`config.mk`:
```
export PLATFORM = sky130hd
export DESIGN_NAME = eth_tx_responder
export DESIGN_NICKNAME = d
export VERILOG_FILES = /design/src/rtl/eth_tx_responder.sv
export SDC_FILE = /design/constraint.sdc
export NUM_CORES = 1
export LEC_CHECK = 0
export ABC_AREA = 0
export CORE_MARGIN = 2
export CORE_UTILIZATION = 45
export DETAILED_ROUTE_END_ITERATION = 12
export PLACE_DENSITY = 0.67
export REMOVE_ABC_BUFFERS = 1
export SLEW_MARGIN = 40
export SYNTH_ARGS = -nofsm -noshare
export SYNTH_HDL_FRONTEND = slang
export SYNTH_SLANG_ARGS = --single-unit
```
`constraint.sdc`:
```
create_clock -name i_clk -period 2.3 [get_ports i_clk]
set_clock_uncertainty 0.05 [all_clocks]
set_input_delay 0.46 -clock i_clk [delete_from_list [all_inputs] [get_ports i_clk]]
set_output_delay 0.46 -clock i_clk [all_outputs]
set_load 0.005 [all_outputs]
```
`src/rtl/eth_tx_responder.sv`:
```
// eth_tx_responder: builds fixed 8-byte reply frames for the MAC tx byte stream.
// Ports: i_clk/i_rst_n (async active-low); i_req_valid/i_req_cmd/i_req_data request strobe and nibbles;
// i_cur_state/i_fifo_used status snapshotted at frame start; o_tx_data/o_tx_valid/i_tx_ready/o_tx_last
// byte stream handshake; o_busy frame in progress or request pending; o_drop_count saturating drop counter.
module eth_tx_responder #(
  parameter logic [7:0] HDR_BYTE    = 8'hA5,
  parameter int         FIFO_USED_W = 11
) (
  input  logic                   i_clk,
  input  logic                   i_rst_n,
  input  logic                   i_req_valid,
  input  logic [3:0]             i_req_cmd,
  input  logic [3:0]             i_req_data,
  input  logic [3:0]             i_cur_state,
  input  logic [FIFO_USED_W-1:0] i_fifo_used,
  output logic [7:0]             o_tx_data,
  output logic                   o_tx_valid,
  input  logic                   i_tx_ready,
  output logic                   o_tx_last,
  output logic                   o_busy,
  output logic [7:0]             o_drop_count
);
  typedef enum logic {IDLE, SEND} state_t;
  state_t r_state, w_state_nx;
  logic [2:0]  r_idx;
  logic [7:0]  r_req, r_pend, r_seq, r_seq_snap, r_drop, r_drop_snap;
  logic        r_pend_v;
  logic [3:0]  r_cur;
  logic [15:0] r_fifo;
  logic        w_last_xfer, w_start;
  logic [7:0]  w_req, w_byte, w_sum;
  always_comb begin
    w_req       = {i_req_cmd, i_req_data};
    w_last_xfer = r_state == SEND && i_tx_ready && r_idx == 3'd7;
    // a new frame starts from idle or directly on the final-byte transfer, so back-to-back frames have no gap
    w_start     = (r_state == IDLE || w_last_xfer) && (i_req_valid || r_pend_v);
    w_state_nx  = w_start ? SEND : w_last_xfer ? IDLE : r_state;
    w_sum       = HDR_BYTE ^ r_req ^ {4'h0, r_cur} ^ r_fifo[15:8] ^ r_fifo[7:0] ^ r_seq_snap ^ r_drop_snap;
    o_tx_valid  = r_state == SEND;
    o_tx_last   = o_tx_valid && r_idx == 3'd7;
    o_busy      = o_tx_valid || r_pend_v;
    o_drop_count = r_drop;
  end
  always_comb begin
    w_byte = w_sum;
    case (r_idx)
      3'd0: w_byte = HDR_BYTE;
      3'd1: w_byte = r_req;
      3'd2: w_byte = {4'h0, r_cur};
      3'd3: w_byte = r_fifo[15:8];
      3'd4: w_byte = r_fifo[7:0];
      3'd5: w_byte = r_seq_snap;
      3'd6: w_byte = r_drop_snap;
      default: w_byte = w_sum;
    endcase
    o_tx_data = o_tx_valid ? w_byte : 8'h00;
  end
  always_ff @(posedge i_clk or negedge i_rst_n) begin
    if (!i_rst_n) r_state <= IDLE;
    else          r_state <= w_state_nx;
  end
  always_ff @(posedge i_clk or negedge i_rst_n) begin
    if (!i_rst_n) begin
      r_idx       <= 3'd0;
      r_req       <= 8'h00;
      r_pend      <= 8'h00;
      r_pend_v    <= 1'b0;
      r_cur       <= 4'h0;
      r_fifo      <= 16'h0000;
      r_seq       <= 8'h00;
      r_seq_snap  <= 8'h00;
      r_drop      <= 8'h00;
      r_drop_snap <= 8'h00;
    end else begin
      if (w_start) begin
        r_req       <= r_pend_v ? r_pend : w_req;
        r_cur       <= i_cur_state;
        r_fifo      <= 16'(i_fifo_used);
        // the frame that follows a completed one reports the already-incremented sequence number
        r_seq_snap  <= w_last_xfer ? r_seq + 8'd1 : r_seq;
        r_drop_snap <= r_drop;
        r_idx       <= 3'd0;
      end else if (o_tx_valid && i_tx_ready) begin
        r_idx <= r_idx + 3'd1;
      end
      if (w_last_xfer) r_seq <= r_seq + 8'd1;
      // when the slot feeds the new frame, a coincident request refills it instead of being dropped
      if (w_start && r_pend_v) begin
        r_pend_v <= i_req_valid;
        r_pend   <= w_req;
      end else if (!w_start && i_req_valid) begin
        if (!r_pend_v) begin
          r_pend_v <= 1'b1;
          r_pend   <= w_req;
        end else if (r_drop != 8'hFF) begin
          r_drop <= r_drop + 8'd1;
        end
      end
    end
  end
endmodule

```
Word level (Yosys, flattened, before mapping)
Cells that the tools add are included.
- add/subtract/negate cells: 3
- bitwise logic cells: 8
- divide/modulo/power cells: 0
- eq/ne operators: 8
- shifts and indexed selects: 0
- reductions and logical operators: 15
- $mul: 0
- muxes and demuxes: 12
- $lt $le $gt $ge: 0
- operators by type and width (cell ; count):
    case mux 8 bit (7 select lines) ; 1
    two-way mux 8 bit ; 5
    bitwise XOR 8 bit ; 3
    adder 8 x 1 -> 8 bit, second input constant ; 2
    equality test 3 bit, second input constant ; 4
    != test 8 bit, second input constant ; 1
    bitwise XOR 8 x 3 -> 8 bit ; 1
    bitwise XOR 8 x 4 -> 8 bit ; 1
    equality test 3 x 2 -> 1 bit, second input constant ; 2
    logical AND 1 bit ; 6
    two-way mux 3 bit ; 2
    nonzero test 2 bit ; 3
    two-way mux 1 bit ; 4
    inverter 4 bit ; 1
    AND reduction 4 bit ; 1
    adder 3 x 1 -> 3 bit, second input constant ; 1
    equality test 3 x 1 -> 1 bit, second input constant ; 1
    zero test 3 bit ; 1
    logical OR 1 bit ; 3
    inverter 1 bit ; 2
    zero test 1 bit ; 1
- flip-flop bits (word level): 68
- latch bits: 0
- output and inout port bits: 19
- bits in writable memories: 0
- ROM bits: 0
- memories: 0
- word-level logic and storage cells: 57
- input bits: 27

Depth between registers and ports, before layout
Gate-level depths: netlist (run 1).
- depth in word-level cells: 8
- gate-level depth with buffers: 8
- depth with buffers taken out: 6

Least setup slack after synthesis (run 1)
No wires, ideal clock.
- path kind: register to output
- from: register r_idx[0]
- to: output o_tx_data[1]
- setup slack: 58 ps
- path buffers: 1
- data required time: 1790 ps
- arrival: 1732 ps
- stages on the path, launching flop included: 8
- cell sequence: dfrtp_1 -> ha_1 -> ha_1 -> or4_1 -> clkbuf_2 -> nand2_1 -> o21ai_1 -> a21oi_2
- cells in the longest elaborated chain, start to end: 3
- elaborated cells on any way between the ends: 9
- classes of those cells: eq/ne: 6; mux: 2; reduce/logical: 1
- ends and longest elaborated chain (item ; line ; RTL):
    start: declaration ; 25 ; logic [2:0] r_idx;
    start signal: assignment ; 84 ; r_idx <= r_idx + 3'd1;
    equality test 3 bit (tied with other cells) ; 46 ; case (r_idx)
    case mux 8 bit (7 select lines) (*) ; 46 ;
    two-way mux 8 bit (*) ; 56 ; o_tx_data = o_tx_valid ? w_byte : 8'h00;
    end: declaration ; 16 ; output logic [7:0] o_tx_data,
Mark *: on every way between the ends. The rest lies on a longest branch, timed or not.

Final worst setup path (run 1)
- from: register r_idx[1]
- to: output o_tx_data[7]
The elaborated chain is that of the path after synthesis.

==> impl.org, run 1 <==
** CTS
- CTS tree :: built
- Counting every sink on the clock net gives 68.
- Clock root buffer :: clkbuf_8
- The H-tree was split into 3 levels.
- Clock latency reported for the late side of the worst-skew pair :: 0.34 ns
- Clk pin slew, worst setup/hold paths :: 0.07 ns
- No sink is reached through more buffers than the 2 on the longest clock path.
- Clock buffers created by TritonCTS :: 9

** Floorplan
- 46 I/O pins were placed.
- The die is 93.4 µm tall.
- For this configuration, the core starts out at a cell density of 46.5%.
- The floorplan has 32 rows.
- Placeable Area :: between 0.007 and 0.008 mm²
- Measured along the x axis, the die boundary spans 93.4 µm.
- The die covers 0.00872 mm².

** Power
- Clock share of power :: 13.8%
- In this run the power spent charging and discharging nets is 2.50 mW.
- VDD sags by at most a little over 700 µV.
- After layout, the design draws a total of 6.67 mW.
- Power density over the cells :: 1430 mW/mm²
- Net switching fraction of the power :: 37.5%
- The internal portion of the total power is 4.17 mW.
- Sequential cells burn around 32% of the power.
- Combinational group share of total power :: 53.8%
- Leakage component of the power :: 2.07 nW

** Cells and area
- For this run, the post-layout net count is 410.
- Compared with the post-synthesis result, the final layout area differs by 30.1%.
- The finished layout holds 482 standard cells, fillers aside.
- Antenna Cells :: 0
- Leading cell type in the layout, fill and taps excluded :: dfrtp_1
- The library cells used most frequently in the layout, excluding fill and tap cells, are dfrtp_1, clkdlybuf4s50_1, mux2_2.
- Final core utilization :: 60.5%
- Cells with a size suffix above 1 make up around 34% of the layout.

** STA
- Pins Over Slew Limit :: 0
- Clock period minus final worst setup slack :: 2.60 ns
- Setup repair after global routing could not meet its margin everywhere.
- Slew margin rel. :: 74.2%
- Actual transition at the worst max-transition pin :: approximately 0.39 ns
- Setup violations remaining at the end of the flow were counted as 8.
- Fraction of the cycle the final worst path needs :: 113%
- Timing-limited maximum frequency :: 385 MHz
- The hold violation count in the final report came to 0.
- Across all setup checks in the final design, the least slack found is -0.296 ns.
- Minimum hold slack :: between 0.4 and 0.5 ns

** Critical path
- For the worst setup path, the data arrival time is 2.09 ns.
- STA classifies the critical path startpoint as a register.
- Buffers and inverters on the worst path :: 4
- For this design, the slowest cell found on the critical path is dfrtp_1.
- Largest fanout on the critical path :: 4
- Number of gates on the worst path with buffers counted :: 9
- Worst R2R Path Depth :: 9
- The kind of cell with the highest combined delay along the critical path is buffers and inverters.
- Kind of critical path :: reg2out
- The most numerous cell type found on the critical path is buf_6.
- The worst register-to-register path begins at r_idx[1]$_DFFE_PN0P_.
- R2R Path End :: r_pend[1]$_DFFE_PN0P_
- Largest stage delay on the critical path :: roughly 0.40 ns
- Cell-by-cell listing of the critical path :: ha_2 -> ha_4 -> buf_6 -> nor4_4 -> buf_4 -> buf_6 -> a21oi_2 -> nor2b_1 -> buf_2
- CP endpoint kind :: output pin
- The setup check on the worst reg-to-reg path leaves a slack of 0.10 ns.
- At the worst endpoint, the required time is 1.79 ns.

** Place
- After legalization and detailed placement, the total HPWL measured 5540 µm.
- In this run the tool buffered the top-level ports with 45 buffer cells.
- Timing analysis after detailed placement gives a worst setup slack of -0.476 ns.
- Inst Count DP :: 452
- Final weighted congestion in routability-driven placement :: 0.770

** Synthesis
- Post-synthesis average cell area :: 12.0 µm²
- Gate count after technology mapping :: 300
- Async SR Flop Fraction :: between 90% and 100%
- Synth Register Bits :: 68
- Part of the Yosys area used for sequential elements :: 47.4%
- Summing every instance area after synthesis gives 0.00359 mm².
- In this run, synthesis inferred 0 flip-flops with an integrated enable.
- Top_reg_cell synth :: dfrtp_1
- Number of library cell types mapped by synthesis :: 47
- For this run, the number of Yosys warnings is 0.

** Global route
- First-pass GRT wire length :: 13,600 µm
- Global routing used 20.3% of the available tracks across all layers.
- Global routing finished with a remaining overflow of 0.
- The number of global-route vias before repair came to 2,707.
- The initial antenna violation count was 0.
- Entering global routing, the biggest net connects between 40 and 50 pins.

** Route
- After detailed routing, the average wire length per cell comes to 16.9 µm.
- After detailed routing, the number of remaining DRC violations is 0.
- For this run, the detailed router's first-pass iteration total came to 5.
- Vias post-DR :: around 2,700
- After the first detailed-routing iteration, the DRC count stood at roughly 140.
- Using the TritonRoute via totals, the vias-per-cell ratio works out to around 5.5.
- Final ANT Viol Nets :: 0
- Wires add up to 8160 µm.

** Run status
- Outcome :: complete, but fails checks
- Violated checks :: setup timing

** Min path
- Counting instances, the worst hold path has a depth of 1.
- Class of the most critical hold timing path :: reg2reg
- The startpoint identified for the worst hold timing path is r_seq[7]$_DFF_PN0_.
- For hold timing, the worst endpoint is r_seq[7]$_DFF_PN0_.

** Run
- Maximum capacitance violations :: 0
==> synth_stat cells (5+ instances only) <==
| cell | number | area, µm² |
|---|---|---|
| dfrtp_1 | 68 | 1700 |
| mux2_2 | 30 | 338 |
| xnor2_1 | 29 | 254 |
| a21oi_1 | 18 | 90.1 |
| nor2_1 | 15 | 56.3 |
| xor2_1 | 15 | 131 |
| nand2_1 | 14 | 52.6 |
| buf_2 | 9 | 45.0 |
| ha_1 | 8 | 100 |
| mux2_4 | 8 | 120 |
| mux2i_1 | 8 | 80.1 |
| a22oi_1 | 6 | 45.0 |
| inv_1 | 5 | 18.8 |
| mux2_1 | 5 | 56.3 |
| nand4_1 | 5 | 31.3 |
| o21ai_0 | 5 | 25.0 |
==> state kept, by name (all words and copies together), names as in the netlist <==
| signal | cells |
|---|---|
| r_pend_v | 1 |
| r_drop_snap | 8 |
| r_seq_snap | 8 |
| r_pend | 8 |
| r_req | 8 |
| r_fifo | 11 |
| r_idx | 3 |
| o_tx_valid | 1 |
| o_drop_count | 8 |
| r_cur | 4 |
| r_seq | 8 |
==> final cells by class <==
class	count	area, µm²
clock buffer	13	169
inverter	5	26.3
sequential	68	1700
tap	102	128
timing repair buffer	80	737
fill	596	3050
multi-input combinational	211	1890
clock inverter	3	20.0
==> through the flow <==
step	cell area (µm²)	setup TNS (ns)
floorplan	3510	-14.78
global placement	4280	-2.81
detailed placement	4280	-3.04
CTS	4670	-1.96
global route	4680	-2.78
finish	4680	-2.03
==> what timing repair did <==
action,4_1_cts,5_1_grt
endpoints found under the hold margin,8,0
buffers inserted,13,0
hold buffers,1,0
endpoints found under the setup margin,10,9
gates resized for setup,73,2
pin swaps,16,0
==> power by group through the flow <==
stage          Sequential, mW  Combinational, mW  Clock, mW
2_1_floorplan            2.06               2.05          0
3_3_place_gp             2.14               3.17          0
3_5_place_dp             2.17               3.24          0
4_1_cts                  2.15               3.56      0.941
5_1_grt                  2.23               3.89      0.986
6_report                 2.16               3.59      0.921
==> metal layers <==
layer	part of all wire (%)	GRT usage [%]	up-vias
met5	0	0	-
met4	2.2	8.82	0
met3	4.5	3.22	18
met2	49	32.6	66
met1	44	27.1	1355
li1	-	-	1224
==> how the worst max path moves through the flow <==
| stage | from | endpoint | slack (ns) |
|---|---|---|---|
| after CTS | r_idx[1]$_DFFE_PN0P_ | o_tx_data[5] | -0.28 |
| after global placement | r_idx[0]$_DFFE_PN0P_ | o_tx_data[1] | -0.46 |
| after floorplan | r_idx[2]$_DFFE_PN0P_ | r_cur[0]$_DFFE_PN0P_ | -0.42 |
| after global routing | r_idx[1]$_DFFE_PN0P_ | o_tx_data[5] | -0.41 |
| final | r_idx[1]$_DFFE_PN0P_ | o_tx_data[7] | -0.30 |
| after detailed placement | r_idx[0]$_DFFE_PN0P_ | o_tx_data[1] | -0.48 |
==> cell families (layout without fill, tap and decap cells) <==
kind of cell               count (synthesis)  after routing  synth area share [%]
and+or+nand+nor                           57             57                  8.98
xor gates and xnor gates                  45             45                  11.4
AOI/OAI and AO/OA                         50             50                  10.0
muxes                                     51             51                  16.5
adders and majority gates                  8              8                  2.79
DFF                                       68             68                  47.4
buffers and inverters                     21            101                  2.96
Note: power is estimated with default switching activity, not from simulation.
==> run 2: changes to the inputs <==
Settings changed: CORE_ASPECT_RATIO set to 0.5, CTS_CLUSTER_SIZE set to 30.
==> impl.org, run 2 (synthesized netlist as in run 1, its figures left out) <==
** Min path
- The min-delay analysis places its worst path in the category in2async.

** Floorplan
- The full die area was 0.00876 mm² (+0.50%).
- Top-level port count :: 46 (unchanged)
- The starting density of the core is 47.6% (+1.1 points).
- Die Y :: 67.2 µm (-28%)
- Row count :: 22 (-31%)
- Placeable Area :: 0.00754 mm² (-2.4%)
- Die Width :: 130 µm (+40%)

** STA
- The hold violation count in the final report was 0 (unchanged).
- The final max-slew violation count came to 0 (unchanged).
- The fmax was 379 MHz (-1.7%).
- Actual transition at the worst max-transition pin :: 0.411 ns (+0.0260 ns)
- Final worst-path setup slack :: -0.342 ns (-0.0459 ns)
- The number of endpoints failing setup at the final stage is 8 (unchanged).
- Fraction of the cycle the final worst path needs :: 115% (+2.0 points)
- Clock period minus final worst setup slack :: 2.64 ns (+0.0459 ns)
- Setup repair after global routing could not meet its margin everywhere.
- The relative max-transition margin is 72.5% (-1.7 points).

** Route
- The antenna violation net count after detailed routing was 0 (unchanged).
- Detailed Route WL :: 8860 µm (+8.5%)
- The detailed-route wire length per cell is 18.0 µm (+6.3%).
- The number of DRC markers in iteration 0 is 176 (+25%).
- 1st-pass router iterations :: 4 (-1)
- Vias post-DR :: 2,670 (+0.26%)
- The final routed DRC violation total is 0 (unchanged).
- The number of vias per cell came to 5.43 (-1.8%).

** Cells and area
- Multi-input gate area in the final layout :: 0.00191 mm² (+0.73%)
- Net total in the final layout :: 414 (+0.98%)
- FF+latch area :: 0.00170 mm² (about the same)
- The number of flip-flops under the largest register name was 11 (unchanged).
- Fraction of layout instances using a drive strength above 1 :: 34.1% (+0.17 points)
- Biggest register :: r_fifo
- Compared with the post-synthesis result, the final layout area differs by 34.3%.
- Final Non-Filler Cells :: 492 (+2.1%)
- The share of the core filled with cells was 64.0% (+3.5 points).
- The number of diodes added for antenna fixing was 0 (unchanged).
- The count of fill cells added during filler insertion came to 586 (-1.7%).
- Leading cell type in the layout, fill and taps excluded :: dfrtp_1
- Highest-count cells in the layout ignoring fill and taps :: dfrtp_1, clkdlybuf4s50_1, mux2_2

** Global route
- Gr ovfl total :: 0 (unchanged)
- Total routing usage reported by global routing :: 22.0% (+1.7 points)
- The number of global-route vias before repair was 2,692 (-0.55%).
- The largest net degree at the start of global routing is 69 (+64%).
- The first-pass GRT wire length came to 14,000 µm (+3.4%).
- The initial antenna violation count was 0 (unchanged).

** Power
- Power density over the cells :: 1500 mW/mm² (+5.3%)
- The largest voltage drop on the vdd net was 524 µV (-28%).
- Leakage component of the power :: 2.16 nW (+4.1%)

** Critical path
- The depth of the worst register-to-register path is 6 (-3).
- The worst path required time is 1.79 ns (about the same).
- RR Startpoint :: r_idx[1]$_DFFE_PN0P_
- Kind of critical path :: reg2out
- CP endpoint kind :: output pin
- The data arrival time of the worst path is 2.13 ns (+0.04 ns).
- The worst setup path is launched from a register.
- Worst R2R Setup Slack :: 0.22 ns (+0.12 ns)
- The endpoint identified for the worst register-to-register timing path is r_pend[2]$_DFFE_PN0P_.
- Largest fanout on the critical path :: 3 (-1)

** CTS
- The clock buffer count from CTS came to 9 (unchanged).
- The clock slew seen by the registers of the worst setup and hold paths came to 0.05 ns (-0.02 ns).
- CTS tree :: built
- Clock latency reported for the late side of the worst-skew pair :: 0.33 ns (about the same)
- The clock sink total is 68 (unchanged).
- The cts-stage hold buffer count is 0 (-1).
- Maximum level of the CTS H-tree :: 3 (unchanged)
- Clock buffer depth :: 2 (unchanged)
- Clock root buffer :: clkbuf_16

** Run
- Maximum capacitance violations :: 0 (unchanged)

** Place
- HPWL after DPL :: 5860 µm (+5.6%)
- Buffers on Ports :: 45 (unchanged)
- Inst Count DP :: 458 (+1.3%)
- Final weighted congestion in routability-driven placement :: 0.781 (+1.4%)

** Run status
- The final reports fail on setup timing.
- Outcome :: complete, but fails checks
## run 2: changes by cell type in the layout (fill, tap and decap cells not counted), sizes merged
cell	previous run	this run
buf	43	48
clkbuf	14	12
clkinv	1	2
dlygate4sd3	1	0
dlymetal6s2s	0	1
## run 2: stage by stage
stage	setup slack (ns)	hold WS, ns	cell area, µm²	power, mW	TNS (ns)
floorplan	-0.416	0.114	3510	4.11	-14.78
CTS	-0.369	0.0976	4740	7.04	-2.53
global route	-0.462	0.124	4830	7.70	-3.31
global placement	-0.392	0.401	4270	5.31	-2.65
finish	-0.342	0.0676	4830	7.25	-2.46
detailed placement	-0.487	0.401	4270	5.45	-3.15
## run 2: worst max-delay path by stage
stage / from / end / slack (ns) / cells past startpoint
2_1_floorplan: r_idx[2]$_DFFE_PN0P_ / r_cur[0]$_DFFE_PN0P_ / -0.42 / 4
4_1_cts: r_idx[1]$_DFFE_PN0P_ / o_tx_data[1] / -0.37 / 9
3_3_place_gp: r_idx[0]$_DFFE_PN0P_ / o_tx_data[4] / -0.39 / 7
3_5_place_dp: r_idx[0]$_DFFE_PN0P_ / o_tx_data[6] / -0.49 / 7
6_report: r_idx[0]$_DFFE_PN0P_ / o_tx_data[1] / -0.34 / 9
5_1_grt: r_idx[0]$_DFFE_PN0P_ / o_tx_data[6] / -0.46 / 9
## run 2: cell type report
| type | instances | share of cell area, % |
|---|---|---|
| clock buffer | 12 | 5.11 |
| sequential | 68 | 35.3 |
| tap | 108 | 2.80 |
| inverter | 5 | 0.648 |
| clock inverter | 4 | 0.518 |
| multi-input combinational | 211 | 39.5 |
| timing repair buffer | 84 | 16.1 |
## run 2: timing repair
action | CTS | global route
setup endpoints to repair | 9 | 9
pin swaps | 17 | 12
setup buffers | 12 | 7
gates resized for setup | 71 | 10
## run 2: where the power goes
part,internal (mW),leakage (nW),switching [mW],total [mW]
logic,2.17,1.20,1.60,3.77
registers,1.67,0.829,0.562,2.23
clock network,0.754,0.129,0.492,1.25
## run 2: critical path, stage by stage (launching register included)
cell and delay, ns:
dfrtp_1 0.41, buf_6 0.15, inv_8 0.04, ha_4 0.16, or4_4 0.55, buf_6 0.14, nand2_2 0.05, o21ai_2 0.05
a21oi_2 0.11, buf_2 0.12
## run 2: routing by layer
layer | track usage [%] | part of all wire (%)
met5 | 0 | 0
met4 | 7.98 | 1.1
met3 | 8.00 | 6.8
met2 | 35.1 | 47
met1 | 28.1 | 45
==> run 3: changes to the inputs <==
Settings changed: DONT_BUFFER_PORTS set to 1, PLACE_DENSITY 0.67 to 0.59.
==> impl.org, run 3 (synthesized netlist as in run 1, its figures left out) <==
** Cells and area
- Number of flip-flops in the largest register :: 11 (unchanged)
- The number of nets in the layout was 349 (-16%).
- In the layout the commonest cells are dfrtp_1, mux2_2, xnor2_1.
- The number of diodes added for antenna fixing is 0 (unchanged).
- Ranked by flip-flop count, first place goes to r_fifo.
- Leading cell type in the layout, fill and taps excluded :: dfrtp_1
- Final Non-Filler Cells :: 427 (-13%)
- Area added between synthesis and finish :: 17.8%
- The fraction of layout cells with a size suffix above 1 is 31.3% (-2.8 points).

** Route
- First-iteration detailed-routing DRC count :: 132 (-25%)
- The number of vias per cell is 5.54 (+2.1%).
- The wire length after detailed routing came to 7970 µm (-10%).
- The overall via count from detail_route is 2,366 (-11%).
- The total iterations of the first detailed-routing run is 6 (+2).
- Final ANT Viol Nets :: 0 (unchanged)
- Final routed DRC violation total :: 0 (unchanged)
- The detailed-route wire length per cell was 18.7 µm (+3.6%).

** Floorplan
- Die Y :: 67.2 µm (unchanged)
- Die Width :: 130 µm (unchanged)
- Row count :: 22 (unchanged)
- The top-level port count came to 46 (unchanged).
- Placeable Area :: 0.00754 mm² (unchanged)
- Die area :: 0.00876 mm² (unchanged)
- Starting density of the core :: 47.6% (unchanged)

** STA
- The post-route worst hold slack came to 0.184 ns (+0.117 ns).
- Fraction of the cycle the final worst path needs :: 105% (-9.4 points)
- The total negative slack came to -0.840 ns (+1.62 ns).
- The final max-slew violation count came to 0 (unchanged).
- Clock period minus final worst setup slack :: 2.42 ns (-0.217 ns)
- The relative max-transition margin came to 70.0% (-2.5 points).
- Setup repair after global routing could not meet its margin everywhere.
- The hold violation count in the final report was 0 (unchanged).
- The number of endpoints failing setup at the final stage came to 8 (unchanged).
- Actual transition at the worst max-transition pin :: 0.449 ns (+0.0378 ns)
- Final worst-path setup slack :: -0.125 ns (+0.217 ns)
- Timing-limited maximum frequency :: 412 MHz (+8.9%)

** Place
- The number of cells in the design after placement was 404 (-12%).
- The number of port buffers is 0 (-100%).
- Final weighted congestion in routability-driven placement :: 0.759 (-2.8%)
- HPWL after DPL :: 5420 µm (-7.4%)

** Global route
- The number of global-route vias before repair came to 2,388 (-11%).
- First-pass GRT wire length :: 12,800 µm (-8.9%)
- The all-layer global routing usage is 20.0% (-1.9 points).
- Gr ovfl total :: 0 (unchanged)
- Initial antenna violation count :: 0 (unchanged)
- Pin count of the biggest net entering global routing :: 69 (unchanged)

** Run status
- Outcome :: complete, but fails checks
- The final reports fail on setup timing.

** Critical path
- Largest stage delay on the critical path :: 0.60 ns (+0.05 ns)
- Largest fanout on the critical path :: 7 (+4)
- The signal on the critical path passes through buf_6 -> inv_6 -> ha_4 -> or4_4 -> nand2_2 -> o21ai_2 -> a21oi_2.
- STA classifies the critical path endpoint as an output pin.
- The worst register-to-register path ends at r_seq_snap[5]$_DFFE_PN0P_.
- Data arrival time of the critical path :: 1.91 ns (-0.22 ns)
- The slowest stage of the critical path is the or4_4 cell.
- WP data required :: 1.79 ns (about the same)
- RR Startpoint :: r_idx[0]$_DFFE_PN0P_
- Worst R2R Setup Slack :: 0.12 ns (-0.10 ns)
- Worst R2R Path Depth :: 7 (+1)
- Kind of start point of the critical path :: register
- Kind of critical path :: reg2out

** CTS
- The clock buffer count from CTS came to 9 (unchanged).
- Clock buffer depth :: 2 (unchanged)
- Maximum level of the CTS H-tree :: 3 (unchanged)
- The root buffer cell chosen for the clock tree is clkbuf_16.
- Number of sinks driven by the clock tree :: 68 (unchanged)
- The clock slew seen by the registers of the worst setup and hold paths was 0.06 ns (about the same).
- CTS tree :: built
- The clock network latency to the later pin of the worst-skew pair is 0.33 ns (about the same).

** Power
- The largest voltage drop on the vdd net is 529 µV (+0.87%).
- The leakage dissipation came to 1.86 nW (-14%).
- The power per unit of standard cell area came to 1530 mW/mm² (+2.1%).

** Min path
- The tightest min-delay check is of the in2reg type.
- Hold path startpoint :: i_tx_ready
- Along the worst hold path, the cell count comes to 1.
- The path with the worst hold slack has its endpoint at r_idx[2]$_DFFE_PN0P_.

** Run
- The number of maximum-capacitance constraint violations came to 0 (unchanged).
==> run 3: cell count changes in the layout (fill, tap and decap cells not counted), sizes merged <==
cell,previous run,this run
dlymetal6s2s,1,0
dlygate4sd3,0,1
clkdlybuf4s50,35,0
clkbuf,12,13
buf,48,18
clkinv,2,1
==> run 3: critical path: cells and delay by family (launching register included) <==
kind	cells	cell delay (ns)
AND/OR/NAND/NOR	2	0.70
flip-flops	1	0.37
buffers and inverters	2	0.18
AO/OA/AOI/OAI	2	0.17
adder cells (fa/ha/maj)	1	0.15
==> run 3: area by class of cell <==
| type | count | area (µm²) |
|---|---|---|
| clock inverter | 3 | 20.0 |
| multi-input combinational | 211 | 1880 |
| tap | 108 | 135 |
| clock buffer | 13 | 270 |
| sequential | 68 | 1700 |
| timing repair buffer | 19 | 204 |
| fill | 637 | 3310 |
| inverter | 5 | 26.3 |
==> run 3: worst max-delay path by stage <==
stage,startpoint,to,slack (ns),cells after the start
4_1_cts,r_idx[0]$_DFFE_PN0P_,o_tx_data[1],-0.13,6
3_3_place_gp,r_idx[0]$_DFFE_PN0P_,o_tx_data[1],0.04,6
3_5_place_dp,r_idx[0]$_DFFE_PN0P_,o_tx_data[6],-0.006,5
2_1_floorplan,r_idx[2]$_DFFE_PN0P_,r_cur[0]$_DFFE_PN0P_,-0.42,4
6_report,r_idx[0]$_DFFE_PN0P_,o_tx_data[1],-0.12,7
5_1_grt,r_idx[1]$_DFFE_PN0P_,o_tx_data[7],-0.21,7
==> run 3: repair_timing <==
| item | in CTS | in global routing |
|---|---|---|
| gates resized for setup | 17 | 18 |
| hold endpoints to repair | 68 | 0 |
| setup buffers | 1 | 4 |
| pin swaps | 4 | 9 |
| endpoints found under the setup margin | 8 | 8 |
| hold buffers | 2 | 0 |
==> run 3: metrics by stage <==
stage               util (%)  power [mW]  setup slack [ns]  instance area (µm²)
global route            56.1        6.94            -0.209                 4230
floorplan                  -        4.11            -0.416                 3510
CTS                     54.8        6.27            -0.125                 4140
detailed placement      49.7        4.77          -0.00628                 3750
finish                  56.1        6.49            -0.125                 4230
global placement        49.7        4.67            0.0397                 3750
==> run 3: power by group <==
group	total, mW	internal [mW]	switching (mW)
Combinational	2.99	1.60	1.39
Sequential	2.19	1.67	0.526
Clock	1.30	0.816	0.489
==> run 3: metal layers <==
layer	track usage (%)	vias up	wire [µm]
met5	0	-	0
met4	6.12	0	38
met3	6.58	4	502
li1	-	1101	-
met1	27.5	1209	3870
met2	30.6	52	3560
